File: config.mk
export PLATFORM = sky130hd
export DESIGN_NAME = mem_access_stage_flat
export DESIGN_NICKNAME = d
export VERILOG_FILES = /design/src/rtl/cpu_defs.sv /design/src/rtl/mem_access_stage_if.sv /design/src/rtl/mem_lane_fmt.sv /design/src/rtl/mem_access_stage.sv /design/src/flat_wrapper.sv
export SDC_FILE = /design/constraint.sdc
export NUM_CORES = 1
export LEC_CHECK = 0
export ABC_AREA = 1
export CAP_MARGIN = 10
export CORE_UTILIZATION = 38
export CTS_CLUSTER_SIZE = 12
export DETAILED_ROUTE_END_ITERATION = 16
export GPL_TIMING_DRIVEN = 0
export HOLD_SLACK_MARGIN = 0.12
export PLACE_DENSITY = 0.82
export SYNTH_ARGS = -nofsm -noshare
export SYNTH_HDL_FRONTEND = slang
export SYNTH_SLANG_ARGS = --single-unit
File: constraint.sdc
create_clock -name clk -period 3.2 [get_ports clk]
set_input_delay 0.64 -clock clk [delete_from_list [all_inputs] [get_ports clk]]
set_output_delay 0.64 -clock clk [all_outputs]
set_load 0.01 [all_outputs]
File: src/rtl/cpu_defs.sv
// Shared encodings for the MEM stage: access sizes, FSM states and the
// alignment rule used to decide whether an access may go onto the bus.
package cpu_defs;

   localparam logic [1:0] SZ_BYTE = 2'b00;
   localparam logic [1:0] SZ_HALF = 2'b01;
   localparam logic [1:0] SZ_WORD = 2'b10;
   localparam logic [1:0] SZ_RSVD = 2'b11;

   typedef enum logic [1:0] {
      S_IDLE = 2'b00,
      S_BUSY = 2'b01,
      S_DONE = 2'b10
   } state_t;

   // A reserved size is treated like a misaligned access: it never reaches the bus.
   function automatic logic is_misaligned(input logic [1:0] size, input logic [1:0] addr_lo);
      return ((size == SZ_HALF) && addr_lo[0]) ||
             ((size == SZ_WORD) && (addr_lo != 2'b00)) ||
             (size == SZ_RSVD);
   endfunction

endpackage

File: src/rtl/mem_access_stage_if.sv
// Data bus between the MEM stage (master) and the data memory (slave).
// req is held until the one-cycle ack; rdata is only meaningful with ack.
interface mem_access_stage_if;
   logic        dbus_req;
   logic        dbus_we;
   logic [31:0] dbus_addr;
   logic [3:0]  dbus_be;
   logic [31:0] dbus_wdata;
   logic [31:0] dbus_rdata;
   logic        dbus_ack;

   modport master (
      output dbus_req, dbus_we, dbus_addr, dbus_be, dbus_wdata,
      input  dbus_rdata, dbus_ack
   );

   modport slave (
      input  dbus_req, dbus_we, dbus_addr, dbus_be, dbus_wdata,
      output dbus_rdata, dbus_ack
   );
endinterface

File: src/rtl/mem_lane_fmt.sv
// Byte-lane formatting for both directions: store byte enables / lane
// replication, and load lane extraction with sign or zero extension.
module mem_lane_fmt
   import cpu_defs::*;
(
   input  logic [1:0]  size,
   input  logic [1:0]  addr_lo,
   input  logic        lsign,
   input  logic [31:0] store_data,
   input  logic [31:0] rdata,
   output logic [3:0]  be,
   output logic [31:0] wdata,
   output logic [31:0] load_data
);

   logic [7:0]  byte_sel;
   logic [15:0] half_sel;

   // Store side: enable the addressed lanes and replicate the data across them.
   always_comb begin
      be    = 4'b0000;
      wdata = store_data;
      case (size)
         SZ_BYTE: begin
            be    = 4'b0001 << addr_lo;
            wdata = {4{store_data[7:0]}};
         end
         SZ_HALF: begin
            be    = addr_lo[1] ? 4'b1100 : 4'b0011;
            wdata = {2{store_data[15:0]}};
         end
         SZ_WORD: begin
            be    = 4'b1111;
            wdata = store_data;
         end
         default: begin
            be    = 4'b0000;
            wdata = store_data;
         end
      endcase
   end

   // Load side: pick the addressed lane, then extend with its MSB or zeros.
   always_comb begin
      case (addr_lo)
         2'd0:    byte_sel = rdata[7:0];
         2'd1:    byte_sel = rdata[15:8];
         2'd2:    byte_sel = rdata[23:16];
         default: byte_sel = rdata[31:24];
      endcase
      half_sel = addr_lo[1] ? rdata[31:16] : rdata[15:0];
      case (size)
         SZ_BYTE: load_data = {{24{lsign & byte_sel[7]}}, byte_sel};
         SZ_HALF: load_data = {{16{lsign & half_sel[15]}}, half_sel};
         default: load_data = rdata;
      endcase
   end

endmodule

File: src/rtl/mem_access_stage.sv
// MEM pipeline stage: issues loads/stores on the req/ack data bus, stalls
// the pipeline while an access is outstanding, and reports misaligned
// accesses and bus timeouts. Non-memory instructions pass straight through.
module mem_access_stage
   import cpu_defs::*;
#(
   parameter int TIMEOUT = 16,
   parameter int CNT_W   = 8
) (
   input  logic        clk,
   input  logic        clr,
   input  logic        EXwreg,
   input  logic        EXm2reg,
   input  logic        EXwmem,
   input  logic        EXrmem,
   input  logic [1:0]  EXsize,
   input  logic        EXlsign,
   input  logic [4:0]  EXwn,
   input  logic [31:0] EXaluResult,
   input  logic [31:0] EXstoreData,
   mem_access_stage_if.master dbus,
   output logic        stall,
   output logic        MEMwreg,
   output logic        MEMm2reg,
   output logic [4:0]  MEMwn,
   output logic [31:0] MEMaluResult,
   output logic [31:0] MEMmemOut,
   output logic        align_err,
   output logic        bus_err
);

   localparam logic [CNT_W-1:0] CNT_LAST = CNT_W'(TIMEOUT - 1);

   state_t             state_q;
   logic               req_q;
   logic [CNT_W-1:0]   cnt_q;
   logic [31:0]        lbuf_q;
   logic               bus_err_q;
   logic               abort_q;

   logic               mem_op;
   logic               misalign;
   logic               start;
   logic [31:0]        lbuf_d;
   logic [3:0]         be_fmt;
   logic [31:0]        wdata_fmt;

   assign mem_op   = EXrmem | EXwmem;
   assign misalign = is_misaligned(EXsize, EXaluResult[1:0]);
   assign start    = (state_q == S_IDLE) && mem_op && !misalign;

   mem_lane_fmt u_fmt (
      .size       (EXsize),
      .addr_lo    (EXaluResult[1:0]),
      .lsign      (EXlsign),
      .store_data (EXstoreData),
      .rdata      (dbus.dbus_rdata),
      .be         (be_fmt),
      .wdata      (wdata_fmt),
      .load_data  (lbuf_d)
   );

   // Access FSM: launch on IDLE, wait for ack or timeout in BUSY, release in DONE.
   always_ff @(posedge clk or posedge clr) begin
      if (clr) begin
         state_q   <= S_IDLE;
         req_q     <= 1'b0;
         cnt_q     <= '0;
         lbuf_q    <= '0;
         bus_err_q <= 1'b0;
         abort_q   <= 1'b0;
      end else begin
         bus_err_q <= 1'b0;
         case (state_q)
            S_IDLE: begin
               if (start) begin
                  state_q <= S_BUSY;
                  req_q   <= 1'b1;
                  cnt_q   <= '0;
                  abort_q <= 1'b0;
               end
            end
            S_BUSY: begin
               cnt_q <= cnt_q + 1'b1;
               // An ack in the final timeout cycle still completes normally.
               if (dbus.dbus_ack) begin
                  lbuf_q  <= lbuf_d;
                  req_q   <= 1'b0;
                  state_q <= S_DONE;
               end else if (cnt_q == CNT_LAST) begin
                  lbuf_q    <= '0;
                  req_q     <= 1'b0;
                  bus_err_q <= 1'b1;
                  abort_q   <= 1'b1;
                  state_q   <= S_DONE;
               end
            end
            S_DONE: begin
               state_q <= S_IDLE;
               cnt_q   <= '0;
               abort_q <= 1'b0;
            end
            default: state_q <= S_IDLE;
         endcase
      end
   end

   // Bus drive: EX/MEM is frozen during the access, so these stay stable until ack.
   assign dbus.dbus_req   = req_q;
   assign dbus.dbus_we    = EXwmem;
   assign dbus.dbus_addr  = {EXaluResult[31:2], 2'b00};
   assign dbus.dbus_be    = be_fmt;
   assign dbus.dbus_wdata = wdata_fmt;

   // Pipeline-facing outputs; reset forces a quiet, non-stalling bubble.
   always_comb begin
      stall     = !clr && (start || (state_q == S_BUSY));
      align_err = !clr && (state_q == S_IDLE) && mem_op && misalign;
      MEMwreg   = 1'b0;
      MEMmemOut = '0;
      if (!clr) begin
         if (state_q == S_DONE) begin
            MEMwreg   = EXwreg & !abort_q;
            MEMmemOut = lbuf_q;
         end else if ((state_q == S_IDLE) && !mem_op) begin
            MEMwreg = EXwreg;
         end
      end
   end

   assign MEMm2reg     = EXm2reg;
   assign MEMwn        = EXwn;
   assign MEMaluResult = EXaluResult;
   assign bus_err      = bus_err_q;

endmodule

File: src/flat_wrapper.sv
// flat-port wrapper written by rule: the top's interface ports become plain ports
module mem_access_stage_flat import cpu_defs::*;
#(
   parameter int TIMEOUT = 16,
   parameter int CNT_W   = 8
)
  (clk, clr, EXwreg, EXm2reg, EXwmem, EXrmem, EXsize, EXlsign, EXwn, EXaluResult, EXstoreData, stall, MEMwreg, MEMm2reg, MEMwn, MEMaluResult, MEMmemOut, align_err, bus_err, dbus_dbus_req, dbus_dbus_we, dbus_dbus_addr, dbus_dbus_be, dbus_dbus_wdata, dbus_dbus_rdata, dbus_dbus_ack);
  mem_access_stage_if dbus_i ();
  input  logic clk;
  input  logic clr;
  input  logic EXwreg;
  input  logic EXm2reg;
  input  logic EXwmem;
  input  logic EXrmem;
  input  logic [1:0] EXsize;
  input  logic EXlsign;
  input  logic [4:0] EXwn;
  input  logic [31:0] EXaluResult;
  input  logic [31:0] EXstoreData;
  output logic stall;
  output logic MEMwreg;
  output logic MEMm2reg;
  output logic [4:0] MEMwn;
  output logic [31:0] MEMaluResult;
  output logic [31:0] MEMmemOut;
  output logic align_err;
  output logic bus_err;
  output wire logic [$bits(dbus_i.dbus_req)-1:0] dbus_dbus_req;
  output wire logic [$bits(dbus_i.dbus_we)-1:0] dbus_dbus_we;
  output wire logic [$bits(dbus_i.dbus_addr)-1:0] dbus_dbus_addr;
  output wire logic [$bits(dbus_i.dbus_be)-1:0] dbus_dbus_be;
  output wire logic [$bits(dbus_i.dbus_wdata)-1:0] dbus_dbus_wdata;
  input wire logic [$bits(dbus_i.dbus_rdata)-1:0] dbus_dbus_rdata;
  input wire logic [$bits(dbus_i.dbus_ack)-1:0] dbus_dbus_ack;
  assign dbus_dbus_req = dbus_i.dbus_req;
  assign dbus_dbus_we = dbus_i.dbus_we;
  assign dbus_dbus_addr = dbus_i.dbus_addr;
  assign dbus_dbus_be = dbus_i.dbus_be;
  assign dbus_dbus_wdata = dbus_i.dbus_wdata;
  assign dbus_i.dbus_rdata = dbus_dbus_rdata;
  assign dbus_i.dbus_ack = dbus_dbus_ack;
  mem_access_stage #(.TIMEOUT(TIMEOUT), .CNT_W(CNT_W)) u_core (.clk(clk), .clr(clr), .EXwreg(EXwreg), .EXm2reg(EXm2reg), .EXwmem(EXwmem), .EXrmem(EXrmem), .EXsize(EXsize), .EXlsign(EXlsign), .EXwn(EXwn), .EXaluResult(EXaluResult), .EXstoreData(EXstoreData), .dbus(dbus_i), .stall(stall), .MEMwreg(MEMwreg), .MEMm2reg(MEMm2reg), .MEMwn(MEMwn), .MEMaluResult(MEMaluResult), .MEMmemOut(MEMmemOut), .align_err(align_err), .bus_err(bus_err));
endmodule
==> results_dict.tcl <==
set metrics [dict create \
    status "completed" \
    cts-htree-levels 2 \
    rrSetupSlack_ns 1.57 \
    drv_cap 0 \
    syn_area_um2 4140 \
    avgSynthCellArea_um2 6.36 \
    clk_pin_slew_ns 0.10 \
    synth_cells 651 \
    cts_buffer_depth 2 \
    holdCritPathClass "flop to flop" \
    min-delay-start "u_core.abort_q" \
    rsz0062_at_grt "no" \
    core-area_um2 10500 \
    post-route-period-util_pct 98.0 \
    grt_pass1_wl_mm 22.3 \
    wire_per_inst_um 13.8 \
    wirelength_mm 13.9 \
    drtPass1Iterations 5 \
    cts.sinks 45 \
    area_growth_pct 59.9 \
    drtAntennaViolNets 0 \
    die_w_um 106 \
    grt_start_max_net_pins 36 \
    synth_seq_cells 45 \
    r2r_end "u_core.lbuf_q[30]" \
    worst_slew_pin_slew_ns 0.514 \
    setup_violations 0 \
    grt_pass1_vias 4643 \
    fmax_mhz 319 \
    num_vias 4788 \
    max_slew_margin_pct 65.8 \
    final_cells 1012 \
    die-area_um2 11300 \
    final_util_pct 63.3 \
    drt-initial-drc-count 398 \
    portBuffers 214 \
    clock_latency_ns 0.32 \
    final_cell_mix "clkdlybuf4s50_1 (209), nand2_1 (172), buf_4 (83)" \
    yosysSeqAreaShare_pct 27.2 \
    layout_setup_ws_ns 0.0625 \
    crit_required_ns 2.56 \
    yosysWarnings 0 \
    p_total_mw 2.45 \
    ir_drop_v 0.000225 \
    layout.nets 987 \
    gp_congestion 0.921 \
    dp_cells 1003 \
    min_to "u_core.abort_q" \
    cts_root_buf "clkbuf_8" \
    cts_hold_buf 0 \
    r2r_start "u_core.state_q[1]" \
    cp-start-kind "input pin" \
    remaining_drc_errors 0 \
    period_minus_slack_ns 3.14 \
    die_h_um 106 \
    numCtsBuffers 5 \
    drv_slew 0 \
    global_route.usage.total_pct 25.0 \
    hold_viol_final 0 \
    worstRegToRegCells 6 \
    antenna_cells 0 \
    gr-total-overflow 0 \
    cp.arrival_ns 2.50 \
    fin_skew_ns 0.0136 \
    critical_path_class "input pin to primary output" \
    start_util_pct 39.5 \
    cp-end-kind "primary output" \
    powerDensity_nw_per_um2 370 \
    post-place-ws_ns -0.239 \
    drive_gt1_share_pct 16.4 \
    whs_path_depth 2 \
    io_pins 255 \
    hpwlAfterDp_mm 11.1 \
    rows 37 \
    ys_types 31 \
    avgViaCountPerCell 4.73 \
    tritoncts "built" \
    p_leak_nw 3.28 \
    antenna_found_initial 0 \
    worstPathMaxFanout 10 \
    final_common_cell "clkdlybuf4s50_1" \
    n_fill_cell 983 \
]
area by class of cell:
type	count	area, um2	share of cell area (%)
clock inverter	3	25.0	0.378
buffer	109	796	12.0
inverter	81	309	4.67
multi-input combinational	416	1930	29.2
timing repair buffer	217	2190	33.1
tap	136	170	2.57
clock buffer	5	68.8	1.04
sequential	45	1130	17.0
synth_stat cells, drive strengths merged:
| cell | count | share of area [%] |
|---|---|---|
| nand2 | 187 | 18 |
| buf | 101 | 18 |
| inv | 81 | 7.3 |
| nor2 | 64 | 6.9 |
| nand3 | 59 | 7.9 |
| a21oi | 45 | 5.4 |
| dfrtp | 45 | 27 |
| o21ai | 37 | 4.5 |
| clkbuf | 9 | 0.82 |
| nand4 | 8 | 1.2 |
| o211ai | 7 | 1.3 |
| nor3 | 2 | 0.24 |
| a311oi | 1 | 0.21 |
| conb | 1 | 0.091 |
| ha | 1 | 0.30 |
| nor4 | 1 | 0.15 |
| o31ai | 1 | 0.18 |
| xnor2 | 1 | 0.21 |
per-stage QoR:
stage                     cell area [um2]  hold WS, ns  TNS (ns)
after global routing                 6620        0.521         0
after detailed placement             6470        0.476     -5.59
after CTS                            6600        0.500         0
after floorplan                      4140        0.442         0
after global placement               6450        0.459    -51.63
final                                6620        0.495         0
what timing repair did:
| item | 4_1_cts | 5_1_grt |
|---|---|---|
| pin swaps | 1 | 1 |
| buffers inserted | 2 | 0 |
| resized for setup | 7 | 16 |
| gates cloned | 0 | 0 |
| setup endpoints to repair | 50 | 38 |
layer usage:
layer,global-route usage (%),vias up,routed length [um]
met5,0,-,0
met4,8.33,0,297
met3,4.48,27,946
met2,41.6,212,6580
met1,32.5,2138,6110
li1,-,2411,-
critical path, stage by stage:
cell             delay [ns]
clkdlybuf4s50_1        0.54
buf_6                  0.17
nand2_1                0.10
buf_2                  0.21
o21ai_0                0.17
inv_1                  0.07
nand2_1                0.06
clkdlybuf4s50_1        0.54
worst max-delay path by stage:
stage	from	to	slack, ns	cells after the start
6_report	EXsize[0]	dbus_dbus_be[1]	0.06	8
5_1_grt	EXsize[0]	stall	0.01	8
4_1_cts	clr	MEMmemOut[13]	0.01	6
3_5_place_dp	EXsize[1]	dbus_dbus_wdata[29]	-0.24	6
3_3_place_gp	clr	MEMmemOut[13]	-1.55	6
2_1_floorplan	clr	MEMmemOut[10]	0.19	4
report_power, final:
group	switching, mW	internal, mW
Combinational	0.557	0.572
Sequential	0.145	0.793
Clock	0.221	0.158
Total	0.923	1.52
flip-flops by register name, summed over array words and instances, names as in the netlist:
signal / cells
u_core.state_q: 2
u_core.bus_err: 1
u_core.cnt_q: 8
u_core.lbuf_q: 32
u_core.abort_q: 1
u_core.dbus.dbus_req: 1
logic make-up (layout without fill, tap and decap cells):
logic type | Yosys count | count (layout) | synth area share, %
flip-flops | 45 | 45 | 27.2
AND/OR/NAND/NOR | 321 | 321 | 34.3
buffers and inverters | 191 | 415 | 26.3
other | 1 | 2 | 0.0906
XOR/XNOR | 1 | 1 | 0.212
AO/OA/AOI/OAI | 91 | 91 | 11.6
adder cells (fa/ha/maj) | 1 | 1 | 0.302
(Power assumes the default switching activity.)
